**config.mk**
```make
export PLATFORM = sky130hd
export DESIGN_NAME = grid_mem_arbiter
export DESIGN_NICKNAME = d
export VERILOG_FILES = /design/src/rtl/grid_mem_arbiter.sv
export SDC_FILE = /design/constraint.sdc
export NUM_CORES = 1
export LEC_CHECK = 0
export CAP_MARGIN = 25
export CORE_MARGIN = 3
export CORE_UTILIZATION = 45
export CTS_CLUSTER_DIAMETER = 80
export DETAILED_ROUTE_END_ITERATION = 10
export GPL_ROUTABILITY_DRIVEN = 1
export PLACE_DENSITY = 0.74
export SYNTH_ARGS = -nofsm -noshare
export SYNTH_HDL_FRONTEND = slang
export SYNTH_SLANG_ARGS = --single-unit
```
**constraint.sdc**
```tcl
create_clock -name board_clk -period 4.1 [get_ports board_clk]
set_input_delay 1.025 -clock board_clk [delete_from_list [all_inputs] [get_ports board_clk]]
set_output_delay 1.025 -clock board_clk [all_outputs]
set_load 0.01 [all_outputs]
```
**src/rtl/grid_mem_arbiter.sv**
```systemverilog
// Single-port grid RAM arbiter for the light-bike arena. Each cycle it grants
// one access to the VGA reader, the game engine or the border-rebuild sweep.
module grid_mem_arbiter #(
    parameter int GRID_SIZE     = 16,
    parameter int LOG_GRID_SIZE = 4,
    parameter int MAX_WAIT      = 8
) (
    input  logic                         board_clk,
    input  logic                         reset,
    input  logic                         vga_req,
    input  logic [2*LOG_GRID_SIZE-1:0]   vga_addr,
    output logic                         vga_rvalid,
    output logic                         vga_rdata,
    output logic                         vga_miss,
    input  logic                         eng_req,
    input  logic                         eng_we,
    input  logic [2*LOG_GRID_SIZE-1:0]   eng_addr,
    input  logic                         eng_wdata,
    output logic                         eng_gnt,
    output logic                         eng_rvalid,
    output logic                         eng_rdata,
    input  logic                         clear_start,
    output logic                         clear_busy,
    output logic                         clear_done,
    output logic [2*LOG_GRID_SIZE-1:0]   mem_addr,
    output logic                         mem_we,
    output logic                         mem_wdata,
    input  logic                         mem_rdata
);
    // state    | meaning
    // ST_IDLE  | no rebuild; VGA and engine share the RAM
    // ST_SWEEP | rebuilding the arena, one cell per cycle the sweep wins
    // ST_DONE  | one-cycle completion pulse, then back to idle

    localparam int AW = 2 * LOG_GRID_SIZE;
    localparam int WW = $clog2(MAX_WAIT + 1);
    localparam logic [AW-1:0]            LAST_ADDR = AW'(GRID_SIZE * GRID_SIZE - 1);
    localparam logic [LOG_GRID_SIZE-1:0] EDGE      = LOG_GRID_SIZE'(GRID_SIZE - 1);
    localparam logic [WW-1:0]            WAIT_MAX  = WW'(MAX_WAIT);

    typedef enum logic [1:0] {ST_IDLE, ST_SWEEP, ST_DONE} clr_state_t;
    typedef enum logic [1:0] {OWN_NONE, OWN_VGA, OWN_ENG} owner_t;

    clr_state_t    state_q, state_d;
    owner_t        owner_q, owner_d;
    logic [AW-1:0] sweep_cnt_q, sweep_cnt_d;
    logic [AW-1:0] mem_addr_q, mem_addr_d;
    logic [WW-1:0] wait_cnt_q, wait_cnt_d;

    logic in_sweep;
    logic eng_preempt;
    logic vga_win;
    logic eng_win;
    logic sweep_win;
    logic border_cell;
    logic mem_we_c;
    logic mem_wdata_c;

    always_comb begin
        in_sweep    = (state_q == ST_SWEEP);
        // A starved engine may jump the VGA, but never writes under a sweep.
        eng_preempt = !reset && eng_req && (wait_cnt_q == WAIT_MAX) && !(in_sweep && eng_we);
        vga_win     = !reset && vga_req && !eng_preempt;
        eng_win     = eng_preempt || (!reset && eng_req && !in_sweep && !vga_req);
        sweep_win   = !reset && in_sweep && !vga_req && !eng_preempt;

        border_cell = (sweep_cnt_q[LOG_GRID_SIZE-1:0] == '0) ||
                      (sweep_cnt_q[LOG_GRID_SIZE-1:0] == EDGE) ||
                      (sweep_cnt_q[AW-1:LOG_GRID_SIZE] == '0) ||
                      (sweep_cnt_q[AW-1:LOG_GRID_SIZE] == EDGE);

        mem_addr_d  = mem_addr_q;
        mem_we_c    = 1'b0;
        mem_wdata_c = 1'b0;
        owner_d     = OWN_NONE;
        if (vga_win) begin
            mem_addr_d = vga_addr;
            owner_d    = OWN_VGA;
        end else if (eng_win) begin
            mem_addr_d  = eng_addr;
            mem_we_c    = eng_we;
            mem_wdata_c = eng_we & eng_wdata;
            owner_d     = eng_we ? OWN_NONE : OWN_ENG;
        end else if (sweep_win) begin
            mem_addr_d  = sweep_cnt_q;
            mem_we_c    = 1'b1;
            mem_wdata_c = border_cell;
        end

        state_d     = state_q;
        sweep_cnt_d = sweep_cnt_q;
        case (state_q)
            ST_IDLE: begin
                if (clear_start) begin
                    state_d     = ST_SWEEP;
                    sweep_cnt_d = '0;
                end
            end
            ST_SWEEP: begin
                if (sweep_win) begin
                    sweep_cnt_d = sweep_cnt_q + AW'(1);
                    if (sweep_cnt_q == LAST_ADDR) state_d = ST_DONE;
                end
            end
            default: state_d = ST_IDLE;
        endcase

        wait_cnt_d = wait_cnt_q;
        if (!in_sweep) begin
            if (!eng_req || eng_win)       wait_cnt_d = '0;
            else if (wait_cnt_q != WAIT_MAX) wait_cnt_d = wait_cnt_q + WW'(1);
        end
    end

    always_ff @(posedge board_clk) begin
        if (reset) begin
            state_q     <= ST_IDLE;
            owner_q     <= OWN_NONE;
            sweep_cnt_q <= '0;
            mem_addr_q  <= '0;
            wait_cnt_q  <= '0;
        end else begin
            state_q     <= state_d;
            owner_q     <= owner_d;
            sweep_cnt_q <= sweep_cnt_d;
            mem_addr_q  <= mem_addr_d;
            wait_cnt_q  <= wait_cnt_d;
        end
    end

    assign mem_addr   = mem_addr_d;
    assign mem_we     = mem_we_c;
    assign mem_wdata  = mem_wdata_c;
    assign eng_gnt    = eng_win;
    assign vga_miss   = !reset && vga_req && !vga_win;
    assign clear_busy = (state_q == ST_SWEEP);
    assign clear_done = (state_q == ST_DONE);
    assign vga_rvalid = (owner_q == OWN_VGA);
    assign eng_rvalid = (owner_q == OWN_ENG);
    assign vga_rdata  = vga_rvalid & mem_rdata;
    assign eng_rdata  = eng_rvalid & mem_rdata;

endmodule

```
== Word-level counts from Yosys, hierarchy flattened ==
Index checks and enable logic that the tools add are counted.

* Multiply operators: 0
* Equal/unequal tests: 12
* $add $sub $neg: 2
* Reduce and logical (&&, ||, !) cells: 33
* Multiplexer cells: 21
* Div/mod/pow operators: 0
* Bitwise logic cells: 5
* Shift operators: 0
* Magnitude comparators: 0

{| class="wikitable"
|+ Operators with widths
! cell !! number
|-
| $mux 8 || 5
|-
| $pmux 8 s2 || 1
|-
| $eq 4x4->1 const B || 3
|-
| $logic_and 1x1->1 || 12
|-
| $add 8x1->8 const B || 1
|-
| $eq 8x8->1 const B || 1
|-
| $logic_not 4->1 || 2
|-
| $mux 1 || 8
|-
| $mux 2 || 4
|-
| $mux 4 || 2
|-
| $logic_not 1->1 || 7
|-
| $reduce_and 3->1 || 2
|-
| $logic_or 1x1->1 || 5
|-
| $add 4x1->4 const B || 1
|-
| $eq 2x1->1 const B || 2
|-
| $eq 2x2->1 const B || 2
|-
| $ne 2x1->1 const B || 2
|-
| $ne 4x4->1 const B || 1
|-
| $pmux 2 s2 || 1
|-
| $reduce_bool 2->1 || 2
|-
| $and 1x1->1 || 3
|-
| $reduce_or 3->1 || 1
|-
| $logic_not 2->1 || 1
|-
| $ne 2x2->1 const B || 1
|-
| 2 further kinds || 3
|}

* Memory bits (read-only): 0
* Bits in latches: 0
* Output and inout bits: 18
* Input port bits: 24
* Register bits after elaboration: 24
* Memories: 0
* Bits in writable memories: 0
* Word-level logic and storage cells: 79

== Longest topological paths before layout ==
Gate-level depths: netlist of the first run.

* Depth after elaboration: 9
* Mapped depth: 8
* Gate-level depth less buffers: 6

== Worst setup path before layout of the first run ==
No wires, ideal clock.

* Kind: input-to-output
* Start point: input eng_req
* End point: output mem_addr[5]
* Setup slack: 0.954 ns
* Buffers on the path: 2
* Data required time: 3.075 ns
* Cell stages on the path: 6
* Arrival: 2.121 ns
* Path through: and4b_1 -> buf_2 -> a2bb2oi_2 -> buf_2 -> o21ai_0 -> a22o_1

* Word-level cells in the longest chain between the ends: 8
* Elaborated cells between the ends (all ways): 12
* Classes of those cells: mux (3); reduce/logical (9)

{| class="wikitable"
|+ Ends and longest elaborated chain
! what !! RTL line !! source
|-
| start: declaration || 15 || <nowiki>input logic eng_req,</nowiki>
|-
| $logic_and 1x1->1 * || 62, 64 ||
|-
| $logic_and 1x1->1 (2 in a row) || 62 || <nowiki>eng_preempt = !reset && eng_req && (wait_cnt_q == WAIT_MAX) && !(in_sweep && eng_we);</nowiki>
|-
| $logic_not 1->1 || 63, 65 ||
|-
| $logic_and 1x1->1 || 65 || <nowiki>sweep_win = !reset && in_sweep && !vga_req && !eng_preempt;</nowiki>
|-
| $mux 8 || 84 || <nowiki>end else if (sweep_win) begin</nowiki>
|-
| $mux 8 || 79 || <nowiki>end else if (eng_win) begin</nowiki>
|-
| $mux 8 * || 76 || <nowiki>if (vga_win) begin</nowiki>
|-
| end: declaration || 25 || <nowiki>output logic [2*LOG_GRID_SIZE-1:0] mem_addr,</nowiki>
|}

Every way passes the cells marked *; elsewhere a longest branch is shown, timed or not.

== Worst setup path after layout of the first run ==
* Start point: input reset
* End point: output mem_addr[7]

* Word-level cells in the longest chain between the ends: 9
* Elaborated cells between the ends (all ways): 16
* Classes of those cells: mux (3); reduce/logical (13)

{| class="wikitable"
|+ Ends and longest elaborated chain
! what !! RTL line !! source
|-
| start: declaration || 9 || <nowiki>input logic reset,</nowiki>
|-
| $logic_not 1->1 * || n/a ||
|-
| $logic_and 1x1->1 || 62, 64 ||
|-
| $logic_and 1x1->1 (2 in a row) || 62 ||
|-
| $logic_not 1->1 || 63, 65 ||
|-
| $logic_and 1x1->1 || 65 ||
|-
| $mux 8 || 84 ||
|-
| $mux 8 || 79 ||
|-
| $mux 8 * || 76 ||
|}

Marks and branches as above.

==> results of run 1 <==
-- cell type report --
type	count	area [um2]
multi-input cells	157	1120
fillers	302	1110
repair buffers	58	614
flip-flops and latches	24	480
well taps	46	57.6
clock buffers	3	41.3
inverters	4	15.0
-- layout by cell type, fill, tap and decap left out, types with 2 or more instances in the layout --
master | netlist | final
buf_12 | 0 | 4
nand3_1 | 5 | 5
inv_1 | 4 | 4
nor2b_1 | 4 | 4
a221oi_1 | 8 | 8
nor3_1 | 4 | 4
mux2i_1 | 9 | 5
a22o_1 | 8 | 8
and2_1 | 2 | 2
o31ai_1 | 2 | 2
mux2i_2 | 0 | 4
nand2_1 | 17 | 17
and3_1 | 3 | 3
ha_1 | 4 | 4
dlymetal6s2s_1 | 0 | 2
nor2_1 | 16 | 15
a311oi_1 | 5 | 5
clkdlybuf4s50_1 | 0 | 39
a21boi_0 | 8 | 8
a41oi_1 | 2 | 2
nand4b_1 | 2 | 2
a21o_1 | 9 | 9
dfxtp_1 | 24 | 24
nand2b_1 | 5 | 5
clkbuf_8 | 0 | 3
o21ai_0 | 10 | 10
buf_4 | 2 | 11
a21oi_1 | 15 | 15
-- timing repair --
item | 4_1_cts | 5_1_grt
hold buffers | 0 | 0
gates cloned | 0 | 2
pin swaps | 0 | 2
resized for setup | 2 | 11
setup buffers | 0 | 4
setup endpoints to repair | 8 | 10
endpoints found under the hold margin | 0 | 0
-- power by group --
part           switching [mW]  internal, mW  leakage, nW
clock                  0.0748        0.0659       0.0216
sequential            0.00580         0.241        0.196
combinational          0.0689        0.0850        0.692
total                   0.149         0.392        0.909
-- per-layer routing --
layer / vias up / part of all wire
li1: 855 / -
met1: 802 / 0.45
met2: 48 / 0.49
met3: 4 / 0.051
met4: 0 / 0.0068
met5: - / 0
-- path summary, 6_finish.rpt --
path,slack (ps),end,depth (start not counted)
worst min register to register,510,wait_cnt_q[3]$_SDFFE_PP0P_,2
worst max-delay path,70,mem_addr[7],7
worst min-delay path,510,wait_cnt_q[3]$_SDFFE_PP0P_,2
worst max register to register,2060,sweep_cnt_q[5]$_SDFFE_PP0P_,7
-- critical path: cells and delay by family --
family                 cells  cell delay, ps
buffers and inverters      3            1140
and+or+nand+nor            1             290
muxes                      1             240
AOI/OAI and AO/OA          2             310
-- logic make-up after synthesis --
group	share of synthesized area
and+or+nand+nor	0.212
buffers and inverters	0.0645
muxes	0.0540
AOI/OAI and AO/OA	0.351
adders and majority gates	0.0300
DFF	0.288
-- per-stage QoR --
stage               hold slack, ps  setup WS (ps)  utilization  cells
floorplan                      472            954            -    203
global placement               490          -43.5        0.628    283
detailed placement             505          -18.8        0.628    283
CTS                            515           26.5        0.644    286
global route                   548          -77.5        0.676    292
finish                         511           72.6        0.676    292
-- state kept, by name (all words and copies together) (netlist names) --
signal,cells
wait_cnt_q,4
owner_q,2
mem_addr_q,8
state_q,2
sweep_cnt_q,8
==> results.sh, run 1 <==
export IMPL_cts_buffers=3
export IMPL_relSlewSlack=0.710
export IMPL_nNetsFinal=276
export IMPL_diodes=0
export IMPL_hpwlAfterDp_mm=2.85
export IMPL_synth_common_cells="dfxtp_1 (24), nand2_1 (17), nor2_1 (16)"
export IMPL_track_usage=0.186
export IMPL_grt_pass1_vias=1481
export IMPL_die_y_um=66.9
export IMPL_finalCritPeriodShare=0.982
export IMPL_worstSetupStartpoint="reset"
export IMPL_gp_congestion=0.764
export IMPL_core_um2=3440
export IMPL_timing_final_crit_period_ps=4030
export IMPL_cts_root_buf="clkbuf_8"
export IMPL_yosysMostFrequentCell="dfxtp_1"
export IMPL_routedWlPerCell_um=14.7
export IMPL_finalPower_mw=0.542
export IMPL_initial_core_util=0.485
export IMPL_syn_cell_area_um2=1670
export IMPL_drc_errors=0
export IMPL_p_leak_nw=0.909
export IMPL_vias_per_cell=5.85
export IMPL_firstDrtPassIters=4
export IMPL_io_buffers=41
export IMPL_use_met2=0.322
export IMPL_max_freq_ghz=0.248
export IMPL_crit_slowest_cell="clkdlybuf4s50_1"
export IMPL_power_density_nw_per_um2=233
export IMPL_final_design_area_no_fill_um2=2330
export IMPL_met1_usage=0.245
export IMPL_fp_dieArea_um2=4470
export IMPL_synthTopCellsByArea="dfxtp_1 (29%), mux2i_1 (5.4%), a21oi_1 (4.5%), a221oi_1 (4.2%), a22o_1 (4.2%)"
export IMPL_timing_rr_start="state_q[0]$_SDFFE_PP0P_"
export IMPL_ios=42
export IMPL_peakVddDrop_mv=0.227
export IMPL_path_class="primary input to primary output"
export IMPL_vias=1709
export IMPL_clk_pin_slew_ps=80
export IMPL_yosysWarnings=0
export IMPL_place_area_um2=2160
export IMPL_grt_max_degree=42
export IMPL_rows=21
export IMPL_drt_total_wl_mm=4.28
export IMPL_synth_ff_type="dfxtp_1"
export IMPL_worstPathArrival_ps=3000
export IMPL_setup_viol=0
export IMPL_hold_viol=0
export IMPL_required_ps=3070
export IMPL_cap_viol_max_count=0
export IMPL_busiest_layer="met2"
export IMPL_tightest_slew_ps=434
export IMPL_synth_edff_count=0
export IMPL_syn_nets=231
export IMPL_hp_start="wait_cnt_q[3]$_SDFFE_PP0P_"
export IMPL_worstHoldPathType="register to register"
export IMPL_start_kind="primary input"
export IMPL_cpPeakStageDelay_ps=470
export IMPL_insertion_delay_ps=270
export IMPL_grt_pass1_wl_mm=6.62
export IMPL_cp_common_cell="clkdlybuf4s50_1"
export IMPL_skew_ps=2.48
export IMPL_crit_chain="clkdlybuf4s50_1 -> nor4b_4 -> buf_4 -> mux2i_1 -> o21ai_0 -> a22o_1 -> clkdlybuf4s50_1"
export IMPL_syn_avg_cell_area_um2=8.22
export IMPL_end_kind="primary output"
export IMPL_rsz0062_at_grt="yes"
export IMPL_finalSetupTns_ps=0
export IMPL_ant_nets=0
export IMPL_synth_cells=203
export IMPL_antenna_found_initial=0
export IMPL_synthArstFlopShare=0
export IMPL_synth_top_area_frac=0.288
export IMPL_synth_cell_types=45
export IMPL_run_status="finished clean"
export IMPL_htreeDepth=1
export IMPL_tritoncts="done"
export IMPL_cts_buffer_depth=2
export IMPL_yosysTopAreaCell="dfxtp_1"
export IMPL_initialDrtViolationCount=58
export IMPL_synth_seq_cells=24
export IMPL_drive_gt1_frac=0.138
export IMPL_grt_util_met3=0.0354
export IMPL_die_w_um=66.9
export IMPL_syn2layout_area_growth_pct=39.6
export IMPL_overflow=0
export IMPL_critPathMaxFanout=4
export IMPL_synth_seq_area_share=0.288
export IMPL_clock_sinks=24
export IMPL_slew_viol_final=0
Note: power is estimated with default switching activity, not from simulation.
==> inputs of run 2 (changes only) <==
Settings changed: CTS_CLUSTER_DIAMETER 80 to 60.
==> results of run 2 <==
Same layout as run 1: the final DEF is identical, and so are final timing and power.
==> edit: new RTL, config.mk and constraints of run 1 <==
`MAX_WAIT`: 8 -> 4.
--- a/src/rtl/grid_mem_arbiter.sv
+++ b/src/rtl/grid_mem_arbiter.sv
@@ -5,3 +5,3 @@
     parameter int LOG_GRID_SIZE = 4,
-    parameter int MAX_WAIT      = 8
+    parameter int MAX_WAIT      = 4
 ) (
Formal check against the unedited RTL: not equivalent (Yosys sat finds a counterexample within 10 cycles, from zero or initial values and one cycle with reset high).
==> edit against run 1 <==
Worst setup slack better by 0.074 ns. Count of clock-buffer cells in the layout increased by 1. Sequential share of layout area grew 0.82 points. Cell area fell by 7.8%. Sequential cell count down 1. Fmax up 1.9%. Clock skew shrank 0.00077 ns. Non-clock buffer count is 1 higher. Wire length fell by 2.6%. Area after synthesis down 9.8%. Power decreased by 7.9%. Critical path type unchanged. Largest cell class unchanged. Largest power group unchanged.
==> edit: results (changes against run 1) <==
- Global-route wire length before repair: 7050 um (was 6620 um)
- Worst IR Drop VDD: 0.186 mV (was 0.227 mV)
- R2r setup slk: 1.96 ns (was 2.06 ns)
- Met1 Usage GRT: 27.2% (was 24.5%)
- Total wirelength of the detailed-routed design: 4170 um (was 4280 um)
- Clock skew: 0.00170 ns (was 0.00248 ns)
- HPWL after detailed placement: 3160 um (was 2850 um)
- Worst path arrival time: 2.93 ns (was 3.00 ns)
- Area added between synthesis and finish: 42.7% (was 39.6%)
- Register-to-Register Path Depth: 5 (was 7)
- Number of distinct standard cells referenced by the synthesized netlist: 49 (was 45)
- Crit path launch: eng_req (was reset)
- Clock slew seen by the registers of the worst setup and hold paths: 0.13 ns (was 0.08 ns)
- Capturing element of the worst setup path: mem_wdata (was mem_addr[7])
- Cell area reported after detailed placement: 0.00205 mm^2 (was 0.00216 mm^2)
- Clock latency of the later-clocked register in the worst-skew pair: 0.31 ns (was 0.27 ns)
- CTS Root Buffer Type: clkbuf_4 (was clkbuf_8)
- Sequential element share of the synthesized area: 30.6% (was 28.8%)
- Endpoint of the worst-slack reg-to-reg timing path: mem_addr_q[5]$_SDFF_PP0_ (was sweep_cnt_q[5]$_SDFFE_PP0P_)
- Share of final-layout standard cells stronger than drive strength 1: 19.3% (was 13.8%)
- Filler Cells Inserted: 258 (was 302)
- Pin count of the biggest net entering global routing: 22 (was 42)
- Mapped Nets: 201 (was 231)
- Met3 track utilization from global routing: 4.04% (was 3.54%)
- Detail-routed via count per cell: 5.80 (was 5.85)
- Post-layout nets: 252 (was 276)
- Count of routing violations after the opening detailed-route iteration: 107 (was 58)
- Tightest Pin Transition: 0.661 ns (was 0.434 ns)
- Leakage power: 0.860 nW (was 0.909 nW)
- Run status: completed (unchanged)
- Final RePlAce weighted congestion: 0.805 (was 0.764)
- Leading post-synthesis cells by cell area: dfxtp_1 (31%), o31ai_2 (6.7%), nor2b_1 (5.4%) (was dfxtp_1 (29%), mux2i_1 (5.4%), a21oi_1 (4.5%))
- Leading post-synthesis cells by instance count: dfxtp_1 (23), nand2_1 (17), nor2b_1 (13) (was dfxtp_1 (24), nand2_1 (17), nor2_1 (16))
- Overall Global Routing Usage: 21.1% (was 18.6%)
- Crit path max fanout: 5 (was 4)
- Via count of the first global-routing pass: 1523 (was 1481)
## edit: changes by cell type after synthesis, moves of 6 or more
cell,before,now
nor2_1,16,7
a21oi_1,15,4
a21o_1,9,2
nor2b_1,4,13
o31ai_2,0,8
a21boi_0,8,0
o31ai_1,2,10
o21ai_0,10,2
a22o_1,8,0
nor3_1,4,10
mux2i_1,9,0
## edit: what timing repair did
item	4_1_cts	5_1_grt
cloned	0	0
pin swaps	1	0
setup endpoints to repair	8	9
gates resized for setup	8	11
## edit: worst min-delay path by stage
stage | start | end
after global placement | wait_cnt_q[1]$_SDFFE_PP0P_ | wait_cnt_q[1]$_SDFFE_PP0P_
after detailed placement | wait_cnt_q[1]$_SDFFE_PP0P_ | wait_cnt_q[1]$_SDFFE_PP0P_
final | wait_cnt_q[1]$_SDFFE_PP0P_ | wait_cnt_q[1]$_SDFFE_PP0P_
after global routing | wait_cnt_q[1]$_SDFFE_PP0P_ | wait_cnt_q[1]$_SDFFE_PP0P_
after floorplan | wait_cnt_q[1]$_SDFFE_PP0P_ | wait_cnt_q[1]$_SDFFE_PP0P_
after CTS | wait_cnt_q[1]$_SDFFE_PP0P_ | wait_cnt_q[1]$_SDFFE_PP0P_
## edit: kinds of logic after synthesis
family / synth area share (%)
fa+ha+maj: 3.33
flops: 30.6
compound gates: 30.9
buf+inv: 6.99
simple gates: 27.5
mux: 0.749
## edit: area by class of cell
type,count,share of cell area (%)
inverter,8,1.40
tap,44,2.57
timing repair buffer,59,27.3
sequential,23,21.5
multi-input combinational,129,46.1
clock buffer,4,1.22
## edit: layer usage
metal	wire length, um	vias to the layer above
li1	-	758
met1	1850	742
met2	2110	46
met3	210	2
met4	8	0
met5	0	-
## edit: through the flow
stage	instances	hold WS [ns]	power (mW)	setup WS, ns
after global routing	267	0.540	0.522	0.0439
after global placement	263	0.466	0.388	-0.0677
after CTS	267	0.517	0.503	0.00537
after floorplan	173	0.449	0.314	0.953
after detailed placement	263	0.498	0.393	-0.144
final	267	0.507	0.499	0.147
## edit: where the power goes
part           switching, mW  internal, mW  total [mW]
Clock                 0.0700        0.0380       0.108
Sequential           0.00499         0.233       0.238
Combinational         0.0685        0.0847       0.153
## edit: worst reg2reg max path: stages (launching register included)
cell and delay [ns]:
dfxtp_1 0.52, nor2b_1 0.60, o22ai_4 0.24, a221oi_1 0.43, buf_4 0.18, o31ai_2 0.07
